===== src/rtl/nibble_frame_assembler.sv =====
// nibble_frame_assembler: packs three slot-timed nibbles into a 12-bit word behind a 2-entry FIFO.
// Optional FRAME_CHKSUM_EN adds out_chk, the XOR of the three nibbles, carried alongside each word.
module nibble_frame_assembler #(
  parameter int FIRST_SLOT  = 4,
  parameter int SLOT_STRIDE = 2
) (
  input  logic        clk,
  input  logic        rst,
  input  logic        enable,
  input  logic [3:0]  nib_in,
  output logic [11:0] out_word,
  output logic        out_valid,
  input  logic        out_ready,
  output logic        frame_abort,
  output logic        overflow
`ifdef FRAME_CHKSUM_EN
  ,
  output logic [3:0]  out_chk
`endif
);
  localparam logic [3:0] S0 = 4'(FIRST_SLOT);
  localparam logic [3:0] S1 = 4'(FIRST_SLOT + SLOT_STRIDE);
  localparam logic [3:0] S2 = 4'(FIRST_SLOT + 2 * SLOT_STRIDE);
`ifdef FRAME_CHKSUM_EN
  localparam int EW = 16;
`else
  localparam int EW = 12;
`endif
  typedef enum logic [1:0] {IDLE, GOT0, GOT1} state_t;
  state_t        state_q, state_d;
  logic [3:0]    slot_q;
  logic [7:0]    part_q, part_d;
  logic [EW-1:0] e0_q, e0_d, e1_q, e1_d, new_entry;
  logic [1:0]    cnt_q, cnt_d;
  logic          abort_q, abort_d, ovf_q, ovf_d, push, pop;
`ifdef FRAME_CHKSUM_EN
  assign new_entry = {part_q, nib_in, part_q[7:4] ^ part_q[3:0] ^ nib_in};
  assign out_chk   = e0_q[3:0];
`else
  assign new_entry = {part_q, nib_in};
`endif
  assign out_word    = e0_q[EW-1 -: 12];
  assign out_valid   = cnt_q != 2'd0;
  assign frame_abort = abort_q;
  assign overflow    = ovf_q;
  assign pop         = out_valid && out_ready;
  always_comb begin
    state_d = state_q;
    part_d  = part_q;
    abort_d = 1'b0;
    push    = 1'b0;
    if (state_q == IDLE) begin
      if (enable && slot_q == S0) begin
        state_d     = GOT0;
        part_d[7:4] = nib_in;
      end
    end else if (!enable) begin
      state_d = IDLE;
      abort_d = 1'b1;
    end else if (state_q == GOT0 && slot_q == S1) begin
      state_d     = GOT1;
      part_d[3:0] = nib_in;
    end else if (state_q == GOT1 && slot_q == S2) begin
      state_d = IDLE;
      push    = 1'b1;
    end
  end
  // Pop is applied first so a push into a full buffer that is also popping still lands.
  always_comb begin
    e0_d  = e0_q;
    e1_d  = e1_q;
    cnt_d = cnt_q;
    ovf_d = ovf_q;
    if (pop) begin
      e0_d  = e1_q;
      cnt_d = cnt_q - 2'd1;
    end
    if (push && cnt_d == 2'd2) ovf_d = 1'b1;
    else if (push) begin
      if (cnt_d == 2'd0) e0_d = new_entry;
      else e1_d = new_entry;
      cnt_d = cnt_d + 2'd1;
    end
  end
  always_ff @(posedge clk or posedge rst) begin
    if (rst) begin
      slot_q  <= 4'd0;
      state_q <= IDLE;
      part_q  <= 8'd0;
      e0_q    <= '0;
      e1_q    <= '0;
      cnt_q   <= 2'd0;
      abort_q <= 1'b0;
      ovf_q   <= 1'b0;
    end else begin
      slot_q  <= slot_q + 4'd1;
      state_q <= state_d;
      part_q  <= part_d;
      e0_q    <= e0_d;
      e1_q    <= e1_d;
      cnt_q   <= cnt_d;
      abort_q <= abort_d;
      ovf_q   <= ovf_d;
    end
  end
endmodule


===== config.mk =====
export PLATFORM = sky130hd
export DESIGN_NAME = nibble_frame_assembler
export DESIGN_NICKNAME = d
export VERILOG_FILES = /design/src/rtl/nibble_frame_assembler.sv
export SDC_FILE = /design/constraint.sdc
export NUM_CORES = 1
export LEC_CHECK = 0
export ABC_AREA = 1
export ABC_CLOCK_PERIOD_IN_PS = 2300
export CORE_UTILIZATION = 41
export CTS_CLUSTER_DIAMETER = 100
export DETAILED_ROUTE_END_ITERATION = 6
export GPL_TIMING_DRIVEN = 1
export PLACE_DENSITY = 0.68
export SETUP_SLACK_MARGIN = 0.2
export SYNTH_ARGS = -nofsm -noshare
export SYNTH_HDL_FRONTEND = slang
export SYNTH_SLANG_ARGS = --single-unit

===== constraint.sdc =====
create_clock -name clk -period 2.3 [get_ports clk]
set_input_delay 0.46 -clock clk [delete_from_list [all_inputs] [get_ports clk]]
set_output_delay 0.46 -clock clk [all_outputs]
set_load 0.02 [all_outputs]

---- Word level (Yosys, flattened, before mapping) ----
Cells that the tools add are included.
cells by class
  $add $sub $neg .......................... 3
  equality and inequality tests ........... 8
  mux-type cells .......................... 18
  bitwise gates (word level) .............. 3
  reduce and logical (&&, ||, !) cells .... 12
operators by type and width
  kind                 count
  $mux 12              4
  $mux 2               8
  $eq 4x3->1 const B   2
  $mux 1               6
  $reduce_and 3->1     2
  $logic_and 1x1->1    5
  $add 4x1->4 const B  1
  $eq 2x2->1 const B   2
  $eq 4x4->1 const B   1
  $logic_not 2->1      2
  $ne 4x1->1 const B   1
  $reduce_and 2->1     2
  $not 1->1            3
  $add 2x1->2 const B  1
  $eq 2x1->1 const B   1
  $ne 2x1->1 const B   1
  $reduce_bool 2->1    1
  $sub 2x1->2 const B  1
storage, ports and cells
  register bits after elaboration ......... 42
  input bits .............................. 8
  output and inout port bits .............. 15

---- Depth between registers and ports, before layout ----
Gate-level depths: netlist of run 1.
  depth in word-level cells ............... 9
  mapped depth ............................ 12
  gate-level depth less buffers ........... 11

---- Worst setup path after synthesis of run 1 ----
Ideal clock, no wire load.
  kind .................................... register -> register
  from .................................... register cnt_q[0]
  to ...................................... register e0_q[0], in the netlist out_word[0]
  library setup time ...................... 0.118 ns
  data arrival time ....................... 1.750 ns
  data required time ...................... 2.182 ns
  path slack .............................. 0.431 ns
  stages on the path, launching flop included .. 12
  clock period less this slack ............ 1.869 ns
  cells stage by stage .................... dfrtp_1 -> inv_1 -> ha_1 -> inv_2 -> nand2_2 -> xor2_2 -> ha_1 -> inv_1 -> nand4_1 -> buf_2 -> nand2_1 -> nand2_1
on the way
  word-level cells in the longest chain between the ends .. 7
ends and longest elaborated chain
  what                                                                 RTL line  RTL
  start, declared                                                      34        logic [1:0] cnt_q, cnt_d;
  start signal, assigned                                               101       cnt_q <= cnt_d;
  parallel branches: the longest is 6 deep, another holds $sub 2x1->2  -
  $mux 12 (*)                                                          78        if (push && cnt_d == 2'd2) ovf_d = 1'b1;
  named net e0_d[0]                                                    33        logic [EW-1:0] e0_q, e0_d, e1_q, e1_d, new_entry;
  end signal, assigned                                                 90        e0_q <= '0;
  end signal, assigned                                                 99        e0_q <= e0_d;
  end, declared                                                        33
Mark *: on every way through the listed nets, which the timed path passes.
A chain may end at the register's enable or synchronous reset.

---- Worst setup path after layout of run 1 ----
  from .................................... register cnt_q[0]
  to ...................................... register e0_q[6], in the netlist out_word[6]
The elaborated chain is that of the path after synthesis.

==> results of run 1 <==
-- layout by cell type, fill, tap and decap left out, types with 3 or more instances in the layout --
master and n:
nand2_1 102, dfrtp_1 42, clkdlybuf4s50_1 21, nand4_1 15, nand3_1 14, inv_1 13
o21ai_0 11, buf_4 11, nor2_1 6, ha_1 6, clkbuf_8 6, inv_2 3
nand2_2 3
-- worst max-delay path, cell delays in order (launching register included) --
cell and delay (ns):
dfrtp_1 0.35, inv_1 0.07, ha_1 0.20, inv_2 0.08, nand2_2 0.11, o21a_1 0.23, ha_1 0.21, inv_1 0.09
nand4_1 0.10, buf_4 0.19, nand2_1 0.07, nand2_1 0.05
-- through the flow --
step | setup WS [ns] | hold slack, ns | cell area, um^2
4_1_cts | 0.3460 | 0.4880 | 2376
3_5_place_dp | 0.1810 | 0.4677 | 2286
2_1_floorplan | 0.4314 | 0.4495 | 1981
5_1_grt | 0.2223 | 0.5044 | 2384
3_3_place_gp | 0.2063 | 0.4620 | 2286
6_report | 0.4546 | 0.4834 | 2384
-- logic make-up after synthesis --
family,share of synthesized area
AND/OR/NAND/NOR,0.3165
flip-flops,0.5306
XOR/XNOR,0.02148
AO/OA/AOI/OAI,0.03538
buffers and inverters,0.05812
adder cells (fa/ha/maj),0.03790
-- worst max path at each step --
stage | cells after the start | startpoint | slack, ns | to
after floorplan | 11 | cnt_q[0] | 0.43 | out_word[0]
after global placement | 9 | out_ready | 0.21 | out_word[6]
after detailed placement | 9 | out_ready | 0.18 | out_word[6]
after CTS | 11 | cnt_q[0] | 0.35 | out_word[6]
after global routing | 12 | cnt_q[0] | 0.22 | out_word[1]
final | 11 | cnt_q[0] | 0.45 | out_word[6]
-- area by class of cell --
class,instances,area [um^2],area share
clock buffers,7,86.33,0.03622
clock inverters,1,5.005,0.002100
inverters,16,60.06,0.02520
multi-input cells,167,814.5,0.3417
flip-flops and latches,42,1051,0.4409
well taps,52,65.06,0.02730
repair buffers,33,301.5,0.1265
-- where the power goes --
group          internal [mW]  switching, mW  leakage, nW
sequential             0.766         0.0142        0.569
clock                  0.242          0.248       0.0482
combinational          0.163          0.326        0.657
-- cell usage after synthesis, drive strengths merged, types with 3 or more instances --
master	number	area share
xor2	3	0.017
inv	16	0.030
nand4	15	0.047
ha	6	0.038
nand2	105	0.20
dfrtp	42	0.53
buf	5	0.020
o21ai	11	0.028
nand3	15	0.040
nor2	8	0.018
clkbuf	4	0.0076
-- flip-flops by register name, summed over array words and instances (netlist names) --
| signal | cells |
|---|---|
| e1_q | 12 |
| out_word | 12 |
| part_q | 8 |
| slot_q | 4 |
| cnt_q | 2 |
| state_q | 2 |
| frame_abort | 1 |
| overflow | 1 |
-- timing repair --
item | CTS | global route
endpoints found under the setup margin | 1 | 12
setup buffers | 0 | 1
resized for setup | 1 | 0
pin swaps | 0 | 0
hold endpoints to repair | 0 | 0
hold buffers | 0 | 0
-- layer usage --
metal / part of all wire / track usage
met1: 0.47 / 0.2518
met2: 0.45 / 0.2794
met5: 0 / 0
met4: 0.026 / 0.08932
met3: 0.056 / 0.03657
==> metrics, run 1 <==
final hold violation count 0; Tcrit/Tclk final 0.8023; Main synth FF type dfrtp_1; final non-filler cell total 318; worst reg2reg setup slack between 0.4 and 0.5 ns; YS warnings 0; Layout Skew about 0.0056 ns; WL final approximately 4100 um; Avg Vias per Cell ~5; DIE AREA 5113 um^2; max-cap viol count 0; latest clock arrival within the worst-skew pair approximately 0.3 ns; H-tree levels 2; FF+latch count, synth 42; vias in the first global route 1497; CP Launch Type register; GRT overflow 0; CTS Sinks 42; worst endpoint data arrival time ~2.0 ns; fill cell count 421; total CTS buffers 5; share of layout cells above drive strength 1 0.1090; Die W slightly above 70 um; RSZ-0062 raised after global routing no; Synth Net Count 248; Final setup viols 0; Finished Core Util 0.5292; Max Fclk around 540 MHz; post-synthesis async set-or-reset flop share 1.000; PortBufs 22; Critical R2R Launch cnt_q[0]; Die Span Y between 70 and 80 um; Reg2Reg Depth 11; routed wire length per instance between 10 and 15 um; number of synthesized flops with an enable pin 0; Root Buffer clkbuf_8; worst-path maximum fanout 12; Final Power between 1.5 and 2 mW; Worst Hold Class reg -> reg; initial core utilization 0.4397; TritonCTS clock tree done; Seq/Total Area, Yosys 0.5306; Initial DRC Count 91; Least-Margin Pin Slew 0.5200 ns; leakage power about 1.3 nW; post-synthesis average cell area about 8.5 um^2; ANT nets after route 0; slew margin rel. 0.6533; Initial DRT Pass Iterations 4; maximum vdd drop between 0.3 and 0.4 mV; nets@finish between 200 and 300; Setup CP Type reg -> reg; GRT Overall Usage 0.1831; CTS Buffer Depth 2; Crit Reg-Reg Endpoint out_word[6]; floorplan row count 24; area grow syn2layout 20.34%; initial antenna violation count 0; GP Congestion roughly 0.83; post-synthesis cell count 234; hpwl dp ~2900 um; Power Density about 740 nW/um^2; clk slew on worst S/H paths 0.08 ns; Tmin final roughly 1.8 ns; Hold Startpoint e1_q[9]; Critical Path End Type register; first-pass GRT wire length ~7100 um; hold path depth 2; core area between 4000 and 5000 um^2; CP Data Required Time roughly 2.5 ns; n_diodes 0; post-synthesis cell type count 22; Post-Place Cells between 300 and 400; DR vias 1588; drt drc 0; pin count of the biggest net entering global routing between 40 and 50; TNS Setup 0 ns; # IOs 23; Hold Path Sink e1_q[9]; Final Max Slew Viols 0; status complete, no violations; Cell Area, Synth between 1500 and 2000 um^2
Power figures use the tool's default switching activity.
==> inputs of run 2 (changes only) <==
--- a/config.mk
+++ b/config.mk
@@ -6,7 +6,7 @@
 export NUM_CORES = 1
 export LEC_CHECK = 0
 export ABC_AREA = 1
-export ABC_CLOCK_PERIOD_IN_PS = 2300
+export ABC_CLOCK_PERIOD_IN_PS = 1700
 export CORE_UTILIZATION = 41
 export CTS_CLUSTER_DIAMETER = 100
 export DETAILED_ROUTE_END_ITERATION = 6
==> constraint.sdc (replaced) <==
create_clock -name clk -period 1.7 [get_ports clk]
set_input_delay 0.34 -clock clk [delete_from_list [all_inputs] [get_ports clk]]
set_output_delay 0.34 -clock clk [all_outputs]
set_load 0.02 [all_outputs]
==> run 2 against run 1 <==
  * Clock-buffer cell count unchanged
  * Setup slack worse by 0.44 ns
  * Critical path type unchanged
  * Combinational power up 110%
  * Global-route usage about the same
  * Utilization up 4.7 points
  * First-iteration DRC count down 16%
  * Critical endpoint is now out_word[11]
  * Largest cell class unchanged
  * Register-to-register slack worse by 0.44 ns
  * Highest routed layer unchanged
  * Via count up 2.6%
  * Critical path depth unchanged
==> metrics, run 2 (synthesis gave the netlist of run 1 again) <==
highest-count cells in the layout ignoring fill and taps nand2_1, dfrtp_1, buf_4; RSZ-0062 raised after global routing yes; worst endpoint data arrival time 1.87 ns (-0.16 ns); Die Span Y 71.51 um (unchanged); sequential cell area 1051 um^2 (unchanged); Least-Margin Pin Slew 0.3414 ns (-0.1786 ns); # IOs 23 (unchanged); DR vias 1629 (+2.6%); Final Max Slew Viols 0 (unchanged); final non-filler cell total 329 (+3.5%); maximum vdd drop 0.4542 mV (+16%); first-pass GRT wire length 7065 um (-0.30%); initial antenna violation count 0 (unchanged); hold buffer count at cts 0 (unchanged); area grow syn2layout 31.08%; GRT Overall Usage 0.1826 (-0.0004957); fin worst setup slack 0.01853 ns (-0.4361 ns); Worst Hold Class in -> async; Setup CP Type reg -> reg; leakage power 1.430 nW (+12%); Avg Vias per Cell 4.951 (-0.85%); GP Congestion 0.7992 (-4.0%); clk slew on worst S/H paths 0.08 ns (about the same); Crit Reg-Reg Endpoint out_word[11]; CP Data Required Time 1.89 ns (-0.60 ns); CTS Sinks 42 (unchanged); status complete, no violations; n_diodes 0 (unchanged); pin count of the biggest net entering global routing 43 (unchanged); Root Buffer clkbuf_8; WL final 4392 um (+6.1%); nets@finish 290 (+3.9%); Reg2Reg Depth 11 (unchanged); Critical Path End Type register; final hold violation count 0 (unchanged); Area after DPL 2379 um^2 (+4.1%); GRT overflow 0 (unchanged); Post-Place Cells 315 (+1.9%); fill cell count 430 (+2.1%); Layout Skew 0.001756 ns (-0.003799 ns); Critical R2R Launch cnt_q[0]; drt drc 0 (unchanged); floorplan row count 24 (unchanged); H-tree levels 2 (unchanged); leading cell type in the layout, fill and taps excluded nand2_1; CTS Buffer Depth 2 (unchanged); core area 4504 um^2 (unchanged); Die W 71.51 um (unchanged); PortBufs 22 (unchanged); latest clock arrival within the worst-skew pair 0.29 ns (about the same); hpwl dp 2861 um (-0.70%); Initial DRT Pass Iterations 4 (unchanged); Final Power 2.737 mW (+56%); Tmin final 1.681 ns (-0.1639 ns); share of layout cells above drive strength 1 0.1913 (+0.08231); worst hold slack 0.3928 ns (-0.09065 ns); ANT nets after route 0 (unchanged); Initial DRC Count 76 (-16%); TritonCTS clock tree done; Final setup viols 0 (unchanged); post-layout instance area 2596 um^2 (+8.9%); max-cap viol count 0 (unchanged); CP Launch Type register; routed wire length per instance 13.35 um (+2.5%); worst-path maximum fanout 12 (unchanged); dpl ws -0.2240 ns (-0.4050 ns); total CTS buffers 5 (unchanged); Tcrit/Tclk final 0.9891 (+0.1868); vias in the first global route 1498 (+0.067%); area taken by multi-input logic gates 928.4 um^2 (+14%); initial core utilization 0.4397 (unchanged); slew margin rel. 0.7717 (+0.1184); Max Fclk 594.7 MHz (+9.7%); DIE AREA 5113 um^2 (unchanged); Power Density 1054 nW/um^2 (+43%); worst reg2reg setup slack 0.02 ns (-0.44 ns)
[run 2: worst max-delay path by stage]
stage | startpoint | endpoint | slack (ns) | depth (start not counted)
global placement | out_ready | out_word[6] | -0.21 | 9
detailed placement | out_ready | out_word[11] | -0.22 | 9
floorplan | cnt_q[0] | out_word[0] | -0.02 | 11
CTS | cnt_q[0] | out_word[7] | 0.04 | 11
global route | cnt_q[0] | out_word[2] | -0.11 | 11
finish | cnt_q[0] | out_word[11] | 0.02 | 11
[run 2: layout make-up]
| class | count | share of cell area |
|---|---|---|
| Multi-Input combinational cell | 168 | 0.3576 |
| Timing Repair Buffer | 43 | 0.1533 |
| Sequential cell | 42 | 0.4048 |
| Tap cell | 52 | 0.02506 |
| Inverter | 16 | 0.02410 |
| Clock buffer | 7 | 0.03325 |
| Clock inverter | 1 | 0.001928 |
[run 2: per-stage QoR]
stage,setup TNS (ns),util
6_report,0,0.5764
5_1_grt,-1.107,0.5764
4_1_cts,0,0.5478
3_5_place_dp,-4.322,0.5281
3_3_place_gp,-4.353,0.5281
2_1_floorplan,-0.2309,-
[run 2: report_power, final]
part	switching, mW	internal, mW	total (mW)
logic	0.584	0.426	1.01
clock network	0.339	0.328	0.667
registers	0.0243	1.04	1.06
total	0.948	1.79	2.74
[run 2: metal layers]
metal  routed length (um)  up-vias  GRT usage
met1                 2040      747     0.2431
met2                 2074       39     0.2889
li1                     -      831          -
met5                    0        -          0
met3                  143       12    0.03376
met4                  133        0    0.09150
[run 2: repair_timing]
action | in CTS | in global routing
hold endpoints to repair | 0 | 0
gates resized for setup | 19 | 23
gates cloned | 0 | 1
setup endpoints to repair | 42 | 28
pin swaps | 0 | 7
buffers inserted | 0 | 5
[run 2: critical path, stage by stage (launching register included)]
cell,delay [ns]
dfrtp_1,0.36
inv_2,0.06
ha_4,0.15
inv_4,0.05
nand2_4,0.07
o21a_1,0.22
ha_2,0.19
inv_2,0.07
nand4_1,0.11
buf_6,0.17
nand2_1,0.07
nand2_1,0.04
